--- src/rtl/modn_updown_counter.sv ---
// rtl/modn_updown_counter.sv - modulo-N up/down counter with prescaler, load/clear and cascade terminal count
module modn_updown_counter #(
    parameter int WIDTH    = 4,
    parameter int MODULUS  = 12,
    parameter int PRESCALE = 1
) (
    input  logic             clock,
    input  logic             reset,
    input  logic             clear,
    input  logic             en,
    input  logic             up,
    input  logic             load,
    input  logic [WIDTH-1:0] load_value,
    output logic [WIDTH-1:0] out,
    output logic             tc,
    output logic             overflow,
    output logic             load_err
);

    localparam int PW = (PRESCALE > 1) ? $clog2(PRESCALE) : 1;
    localparam logic [WIDTH-1:0] TOP   = WIDTH'(MODULUS - 1);
    localparam logic [WIDTH:0]   MOD_W = (WIDTH + 1)'(MODULUS);
    localparam logic [PW-1:0]    PTOP  = PW'(PRESCALE - 1);

    generate
        if (MODULUS < 2 || MODULUS > (1 << WIDTH)) begin : g_bad_modulus
            $error("modn_updown_counter: MODULUS must be in 2..2**WIDTH");
        end
        if (PRESCALE < 1) begin : g_bad_prescale
            $error("modn_updown_counter: PRESCALE must be >= 1");
        end
    endgenerate

    logic [PW-1:0] pcnt;
    logic          step;
    logic          at_top;
    logic          at_zero;
    logic          in_range;

    always_comb begin
        at_top   = (out == TOP);
        at_zero  = (out == '0);
        step     = en & (pcnt == PTOP);
        // Terminal count looks ahead one edge so a chained stage steps as this one wraps
        tc       = step & (up ? at_top : at_zero);
        in_range = ({1'b0, load_value} < MOD_W);
    end

    always_ff @(posedge clock or posedge reset) begin
        if (reset) begin
            out      <= '0;
            pcnt     <= '0;
            overflow <= 1'b0;
            load_err <= 1'b0;
        end else if (clear) begin
            out      <= '0;
            pcnt     <= '0;
            overflow <= 1'b0;
            load_err <= 1'b0;
        end else if (load) begin
            out      <= in_range ? load_value : TOP;
            load_err <= ~in_range;
            pcnt     <= '0;
            overflow <= 1'b0;
        end else begin
            overflow <= 1'b0;
            load_err <= 1'b0;
            if (en) begin
                pcnt <= (pcnt == PTOP) ? '0 : pcnt + 1'b1;
            end
            if (step) begin
                if (up) begin
                    if (at_top) begin
                        out      <= '0;
                        overflow <= 1'b1;
                    end else begin
                        out <= out + 1'b1;
                    end
                end else begin
                    if (at_zero) begin
                        out      <= TOP;
                        overflow <= 1'b1;
                    end else begin
                        out <= out - 1'b1;
                    end
                end
            end
        end
    end

endmodule

--- config.mk ---
export PLATFORM = sky130hd
export DESIGN_NAME = modn_updown_counter
export DESIGN_NICKNAME = d
export VERILOG_FILES = /design/src/rtl/modn_updown_counter.sv
export SDC_FILE = /design/constraint.sdc
export NUM_CORES = 1
export LEC_CHECK = 0
export BUFFER_PORTS_ARGS = -buffer_cell sky130_fd_sc_hd__buf_2
export CORE_MARGIN = 10
export CORE_UTILIZATION = 25
export CTS_CLUSTER_SIZE = 30
export DETAILED_ROUTE_END_ITERATION = 8
export SLEW_MARGIN = 20
export SYNTH_ARGS = -nofsm -noshare
export SYNTH_HDL_FRONTEND = slang
export SYNTH_SLANG_ARGS = --single-unit
--- constraint.sdc ---
create_clock -name clock -period 2.15 [get_ports clock]
set_clock_uncertainty 0.1 [all_clocks]
set_input_delay 0.43 -clock clock [delete_from_list [all_inputs] [get_ports clock]]
set_output_delay 0.43 -clock clock [all_outputs]
set_load 0.005 [all_outputs]
==> results.toml, run 1 <==
[sta]
rsz0062_at_grt = "false"
fin_tns_setup_ps = 0
drv_slew = 0
hold_viol_final = 0
setup_viol = 0
worstMarginPinSlew_ps = 327
slew_headroom_pct = 78.0
max_freq_mhz = 496
period_minus_slack_ps = 2020
min_period_over_period_pct = 93.8

[yosys]
synth_top_area_share_pct = 30.5
synthFlopType = "dfrtp_1"
syn-num-nets = 67
yosysMostFrequentCell = "dfrtp_1"
synth_top_area_cell = "dfrtp_1"
syn_area_per_cell_um2 = 8.96
ys.warnings.count = 0
synthTopCellsByArea = "dfrtp_1 30%, nand3b_1 6.1%, ha_1 5.1%, buf_6 4.6%, nor3b_1 4.6%"
async_flop_share_pct = 100
ys_types = 26
synth_cells = 55
synth_edf_count = 0
ys_seq_area_share_pct = 30.5
ys_ff_latch = 6
netlist_area_um2 = 493

[route]
dr.pass1.iters = 2
drtAntennaViolNets = 0
post_drt_wl_per_cell_um = 12.8
vias = 460
vias_per_cell = 4.65
remaining_drc_errors = 0
drt_wl_total_um = 1260
first_iter_violations = 10

[die]
core_um2 = 1920
die_w_um = 64.4
ios = 17
die-area_um2 = 4150
die_y_um = 64.4
start_util_pct = 25.7
rows = 16

[clocking]
cts.sinks = 6
clk-insertion-delay-late_ps = 240
cts_tree = "done"
post-cts-setup-buffer-count = 0
cts-htree-levels = 1
cts_root_buf = "clkbuf_4"
cts_buffers = 3
cts.clk_slew.worst_paths_ps = 40
cts-root-to-sink-buffers = 2

[pwr]
p_clk_share_pct = 31.5
seq_power_share_pct = 40.9
swShare_pct = 29.3
power_frac_comb_pct = 27.6
vdd_drop_max_v = 0.000162
power.internal_uw = 228
p_sw_uw = 94.7
p_leak_nw = 0.274
power_density_nw_per_um2 = 522
total_power_uw = 323

[critical_path]
r2r-start = "out[0]"
cp.arrival_ps = 1490
rrSetupSlack_ps = 330
rr_worst_depth = 6
required_ps = 1620
endpoint_kind = "output port"
r2r-end = "out[0]"
critPathKind = "reg2out"
crit_path_max_fanout = 8
start_kind = "flop"

[layout]
multi_input_area_um2 = 305
fin_area_um2 = 619
fill_cells = 215
seq_area_um2 = 153
postLayoutCoreUtil_pct = 32.2
area.growth.synth_to_final_pct = 25.6
drive_above_1_share_pct = 34.7
nets = 86
antenna_cells = 0

[placed_design]
placed_cell_area_um2 = 577
hpwl_um = 1010
gp_congestion = 0.777
io_buffers = 16

[worst_hold_path]
hold_end = "out[1]"
min-delay-start = "clear"
hold_depth = 2
hp-class = "in2reg"

[global_routing]
antenna_found_initial = 0
overflow = 0
grt_pass1_vias = 476
grtUsageTotal_pct = 6.44
grt_max_degree = 13
grt_pass1_wl_um = 2140

[status]
status = "finished, final reports clean"

[run]
drv_cap = 0
==> logic make-up after synthesis <==
group	after synthesis	share of synthesized area [%]
AND/OR/NAND/NOR	22	26.6
XOR/XNOR	1	1.78
multiplexers	1	2.28
AO/OA/AOI/OAI	16	24.6
adder cells (fa/ha/maj)	2	5.08
buffers and inverters	7	9.14
flip-flops	6	30.5
==> cells in the final DEF, fill, tap and decap left out, types with 2 or more instances in the layout <==
cell       n
buf_2     16
inv_1      4
a21oi_1    4
nand2_1    4
nor2_1     4
nand3b_1   4
dfrtp_1    4
a31oi_1    3
clkbuf_4   3
nor3b_1    2
nand2b_1   2
o311a_1    2
a211o_1    2
dfrtp_2    2
==> how the worst max path moves through the flow <==
| stage | startpoint | endpoint | slack [ps] | cells past startpoint |
|---|---|---|---|---|
| 3_5_place_dp | out[0] | tc | 290 | 6 |
| 2_1_floorplan | out[0] | out[0] | 400 | 6 |
| 3_3_place_gp | out[0] | tc | 320 | 6 |
| 5_1_grt | out[0] | tc | 1 | 6 |
| 4_1_cts | out[0] | tc | 20 | 6 |
| 6_report | out[0] | tc | 130 | 6 |
==> power by group through the flow <==
stage               Sequential [mW]  Clock, mW  Combinational (mW)
floorplan                     0.129          0              0.0636
global placement              0.133          0              0.0861
detailed placement            0.133          0              0.0867
CTS                           0.132      0.107              0.0885
global route                  0.134      0.116               0.101
finish                        0.132      0.102              0.0891
==> sequential cells by signal, indices dropped and copies added, names as in the netlist <==
register  count
overflow      1
load_err      1
out           4
==> worst max-delay path, cell delays in order, from the launching register on <==
cell and delay, ps:
dfrtp_2 420, inv_1 90, ha_2 210, nor3b_2 150, a31oi_1 200, nor2_1 60
buf_2 120
==> metal layers <==
layer	track usage [%]	wire length (µm)	vias up
met5	0	0	-
met4	3.21	6	0
met3	2.96	55	2
met2	8.99	551	10
met1	8.05	649	210
li1	-	-	238
==> stage by stage <==
stage / hold slack [ps] / instances / worst slack (ps)
2_1_floorplan: 121 / 55 / 399
6_report: 343 / 99 / 133
3_3_place_gp: 246 / 95 / 318
5_1_grt: 341 / 99 / 0.967
3_5_place_dp: 252 / 95 / 287
4_1_cts: 336 / 99 / 20.0
==> final cells by class <==
type	count	area share, %
clock buffer	3	3.64
tap	27	5.45
inverter	4	2.42
multi-input combinational	42	49.3
sequential	6	24.6
timing repair buffer	17	14.5
==> repair_timing <==
item | in CTS | in global routing
hold endpoints to repair | 6 | 0
hold buffers | 1 | 0
resized for setup | 0 | 4
endpoints found under the setup margin | 0 | 1
No activity file was read; power rests on OpenSTA's default activity.
==> run 2, diff against run 1 <==
Settings changed: ABC_AREA set to 1, CTS_BUF_LIST set to sky130_fd_sc_hd__clkbuf_8 sky130_fd_sc_hd__clkbuf_16, CTS_CLUSTER_SIZE 30 to not set.
==> run 2 against run 1 <==
Compared with the run above: critical path depth up 3; global-route usage about the same; combinational power up 18%; register-to-register slack better by 420 ps; design area up 4.0%; non-clock buffer count unchanged; flip-flop and latch count unchanged; core utilization up 1.3 points; area after synthesis unchanged; power up 28%; first-iteration DRC count unchanged; largest power group is now clock.
==> results.toml, run 2 <==
[global_routing]
grtUsageTotal_pct = 6.44
overflow = 0
grt_max_degree = 11
grt_pass1_vias = 504
grt_pass1_wl_um = 2100
antenna_found_initial = 0

[sta]
slew_headroom_pct = 72.7
min_period_over_period_pct = 94.5
worstMarginPinSlew_ps = 409
hold_viol_final = 0
whs_ps = 0.727
fin_tns_setup_ps = 0
drv_slew = 0
period_minus_slack_ps = 2030
max_freq_mhz = 492
setup_viol = 0

[route]
drtAntennaViolNets = 0
drt_wl_total_um = 1240
dr.pass1.iters = 4
remaining_drc_errors = 0
post_drt_wl_per_cell_um = 10.3
vias = 530
first_iter_violations = 10
vias_per_cell = 4.42

[pwr]
vdd_drop_max_v = 0.000244
total_power_uw = 414
power_density_nw_per_um2 = 642
p_leak_nw = 0.360

[layout]
postLayoutCoreUtil_pct = 33.5
nets = 107
antenna_cells = 0
seq_area_um2 = 151
top_register = "out"
fill_cells = 222
biggestRegsByFlops = "out: 4 flops, load_err: 1 flops, overflow: 1 flops"
final_cell_mix = "21 x nand2_1, 16 x buf_2, 8 x nand3_1, 7 x nor2_1, 7 x inv_1"
area.growth.synth_to_final_pct = 30.7
final_common_cell = "nand2_1"
final_cells = 120
drive_above_1_share_pct = 35.5
largest_reg_flops = 4
multi_input_area_um2 = 285

[critical_path]
start_kind = "flop"
endpoint_kind = "output port"
critPathKind = "reg2out"
required_ps = 1620
rr_worst_depth = 8
cp.arrival_ps = 1500
crit_path_max_fanout = 6
r2r-end = "overflow"
r2r-start = "out[1]"
rrSetupSlack_ps = 750

[die]
die_w_um = 64.4
die_y_um = 64.4
ios = 17
die-area_um2 = 4150
start_util_pct = 25.7
core_um2 = 1920
rows = 16

[yosys]
async_flop_share_pct = 100
ys_ff_latch = 6
ys_seq_area_share_pct = 30.5
netlist_area_um2 = 493
yosysMostFrequentCell = "nand2_1"
ys_types = 18
synthTopCellsByArea = "dfrtp_1 30%, nand2_1 16%, nand3_1 8.1%, nor3_2 6.1%, inv_1 6.1%"
syn-num-nets = 87
synthFlopType = "dfrtp_1"
synth_top_area_cell = "dfrtp_1"
syn_area_per_cell_um2 = 6.57
synth_top_area_share_pct = 30.5
synth_common_cells = "21 x nand2_1, 8 x inv_1, 8 x nand3_1, 7 x nor2_1, 6 x dfrtp_1"
synth_edf_count = 0
synth_cells = 75
ys.warnings.count = 0

[placed_design]
io_buffers = 16
gp_congestion = 0.805
hpwl_um = 993
dp.cells = 116

[clocking]
cts.sinks = 6
clk-insertion-delay-late_ps = 220
cts.clk_slew.worst_paths_ps = 40
cts-root-to-sink-buffers = 2
cts_root_buf = "clkbuf_8"
cts_buffers = 3
cts-htree-levels = 1
cts_tree = "done"

[run]
drv_cap = 0

[worst_hold_path]
hp-class = "in2async"

[status]
status = "finished, final reports clean"
==> run 2: changes by cell type in the layout (fill, tap and decap cells not counted), moves of 3 or more <==
cell	before	now
a31oi_1	3	0
clkbuf_4	3	0
clkbuf_8	0	3
inv_1	4	7
inv_2	0	5
nand2_1	4	21
nand3_1	0	8
nand3b_1	4	0
nor2_1	4	7
nor3_2	0	3
o21ai_1	0	3
==> run 2: worst max-delay path, stage by stage, from the launching register on <==
cell and delay (ps):
dfrtp_2 430, inv_1 90, ha_2 170, inv_1 60, nor3_2 120, nand2_1 100, nand2_1 70, nand2_1 70
inv_1 50, buf_2 100
==> run 2: worst max-delay path by stage <==
stage                 from  endpoint  cells past startpoint
detailed placement  out[0]        tc                      9
finish              out[1]        tc                      9
floorplan           out[0]        tc                      8
CTS                 out[0]        tc                      9
global placement    out[0]        tc                      9
global route        out[1]        tc                      9
==> run 2: power breakdown <==
| group | switching [mW] | leakage, nW | internal [mW] | total (mW) |
|---|---|---|---|---|
| clock | 0.0482 | 0.0216 | 0.120 | 0.168 |
| sequential | 0.0171 | 0.0775 | 0.123 | 0.140 |
| combinational | 0.0604 | 0.261 | 0.0451 | 0.105 |
| total | 0.126 | 0.360 | 0.288 | 0.414 |
==> run 2: kinds of logic after synthesis <==
| logic type | Yosys count | synth area share, % |
|---|---|---|
| AO/OA/AOI/OAI | 9 | 9.64 |
| adder cells (fa/ha/maj) | 2 | 5.08 |
| buffers and inverters | 14 | 12.2 |
| flip-flops | 6 | 30.5 |
| AND/OR/NAND/NOR | 44 | 42.6 |
==> run 2: routing by layer <==
metal	part of all wire, %	vias up	track usage, %	routed length (µm)
li1	-	275	-	-
met1	50	234	7.68	623
met2	43	17	9.24	532
met3	2.8	4	0.697	35
met4	3.6	0	7.22	44
met5	0	-	0	0
==> run 2: repair_timing <==
| action | 4_1_cts | 5_1_grt |
|---|---|---|
| hold buffers | 0 | 0 |
| endpoints found under the setup margin | 0 | 1 |
| resized for setup | 0 | 3 |
| buffers inserted | 0 | 1 |
==> run 2: final cells by class <==
| type | count | area share, % |
|---|---|---|
| Clock buffer | 3 | 6.41 |
| Tap cell | 27 | 5.24 |
| Inverter | 12 | 6.99 |
| Multi-Input combinational cell | 55 | 44.3 |
| Sequential cell | 6 | 23.5 |
| Timing Repair Buffer | 17 | 13.6 |
==> run 2: through the flow <==
step | instance area [µm²] | setup WS (ps)
after floorplan | 493 | 495
after global placement | 592 | 336
after detailed placement | 592 | 297
after CTS | 633 | 45.7
after global routing | 644 | -0.453
final | 644 | 119
==> run 3, diff against run 2 <==
Settings changed: CORE_MARGIN 10 to not set.
Clock period 2.15 ns to 1.83 ns, I/O delays scaled along.
==> run 3 against run 2 <==
Compared with the run above: power is 31% higher; clock-buffer cell count stayed put; via count is 6.4% higher; wire length is 8.3% higher; non-clock buffer count is 9 higher; design area is 14% higher; first-iteration DRC count is 30% higher; worst hold slack better by 250 ps; global-route usage is 7.8 points higher; combinational power is 72% higher; sequential share of layout area is 3.1 points lower; die area is 48% lower; the flow now finishes with violations (setup timing).
==> results.toml, run 3 (synthesis results as in run 2) <==
[status]
status = "complete, but fails checks"
violations = "setup timing"

[run]
drv_cap = 0

[layout]
multi_input_area_um2 = 309
top_register = "out"
area.growth.synth_to_final_pct = 49.0
seq_area_um2 = 150
antenna_cells = 0
postLayoutCoreUtil_pct = 41.2
fin_area_um2 = 734
largest_reg_flops = 4
drive_above_1_share_pct = 43.1
fill_cells = 201
biggestRegsByFlops = "out: 4 flops, load_err: 1 flops, overflow: 1 flops"
final_common_cell = "nand2_1"
final_cell_mix = "20 x nand2_1, 16 x buf_2, 9 x buf_4"
nets = 116

[sta]
slew_headroom_pct = 77.9
hold_viol_final = 0
drv_slew = 0
period_minus_slack_ps = 1850
worstMarginPinSlew_ps = 332
setup_ws_ps = -22.4
whs_ps = 248
max_freq_mhz = 540
rsz0062_at_grt = "true"
setup_viol = 1
min_period_over_period_pct = 101

[pwr]
p_leak_nw = 0.405
vdd_drop_max_v = 0.000267
power_density_nw_per_um2 = 739
total_power_uw = 543

[route]
remaining_drc_errors = 0
post_drt_wl_per_cell_um = 10.5
drt_wl_total_um = 1340
vias_per_cell = 4.44
dr.pass1.iters = 4
drtAntennaViolNets = 0
vias = 564
first_iter_violations = 13

[critical_path]
crit_path_max_fanout = 4
cp.arrival_ps = 1390
critPathSlowestCell = "dfrtp_1"
required_ps = 1360
start_kind = "flop"
critPathKind = "reg2out"
cp_cell_sequence = "buf_4 -> ha_1 -> nand3_2 -> nand2_1 -> nand2_2 -> inv_1 -> buf_2"
endpoint_kind = "output port"
cpPeakStageDelay_ps = 380

[placed_design]
gp_congestion = 0.796
hpwl_um = 996
io_buffers = 16
placed_cell_area_um2 = 612

[clocking]
cts.sinks = 6
clk-insertion-delay-late_ps = 230
cts_root_buf = "clkbuf_8"
cts-htree-levels = 1
cts.clk_slew.worst_paths_ps = 40
cts_tree = "done"
cts-root-to-sink-buffers = 2
cts_buffers = 3

[die]
die_y_um = 46.4
ios = 17
die_w_um = 46.4
rows = 15
die-area_um2 = 2150
start_util_pct = 27.6
core_um2 = 1780

[global_routing]
grtUsageTotal_pct = 14.2
overflow = 0
antenna_found_initial = 0
grt_pass1_vias = 507
grt_max_degree = 9
grt_pass1_wl_um = 2050

[worst_hold_path]
hp-class = "in2reg"
[run 3: metrics by stage]
stage | cells | TNS [ps] | setup WS [ps]
after detailed placement | 117 | 0 | 93.7
final | 127 | -22.4 | -22.4
after floorplan | 75 | 0 | 239
after global routing | 127 | -117 | -117
after CTS | 125 | -43.5 | -43.5
after global placement | 117 | 0 | 154
[run 3: final timing paths]
kind,from,end,slack (ps),depth (start not counted)
setup reg to reg,out[1],out[3],180,13
hold reg to reg,out[1],out[1],570,3
setup / recovery,out[0],tc,-20,7
min in group asynchronous,reset,out[0],490,3
max in group asynchronous,reset,out[3],950,3
hold / removal,clear,overflow,250,2
[run 3: per-layer routing]
metal  vias up  part of all wire, %  GRT usage [%]
li1        293                    -              -
met1       257                   46           16.9
met2        11                   50           22.5
met3         3                  1.3           1.18
met4         0                  2.3           12.4
met5         -                    0              0
[run 3: final cells by class]
| type | count | area share, % |
|---|---|---|
| repair buffers | 26 | 21.5 |
| inverters | 12 | 6.13 |
| flip-flops and latches | 6 | 20.4 |
| multi-input cells | 55 | 42.1 |
| well taps | 25 | 4.26 |
| clock buffers | 3 | 5.62 |
[run 3: repair_timing]
item	4_1_cts	5_1_grt
gates resized for setup	7	1
hold buffers	1	0
endpoints found under the setup margin	1	1
setup buffers	4	2
pin swaps	4	3
endpoints found under the hold margin	6	0
[run 3: worst max-delay path: cells and delay by family (launching register included)]
family | cells | cell delay [ps]
flip-flops | 1 | 380
buffers and inverters | 3 | 300
AND/OR/NAND/NOR | 3 | 250
adder cells (fa/ha/maj) | 1 | 240
[run 3: power by group]
part / leakage, nW / switching, mW / total (mW) / internal (mW)
clock network: 0.0216 / 0.0615 / 0.203 / 0.142
logic: 0.305 / 0.0932 / 0.181 / 0.0875
registers: 0.0788 / 0.0158 / 0.159 / 0.143
total: 0.405 / 0.170 / 0.543 / 0.373
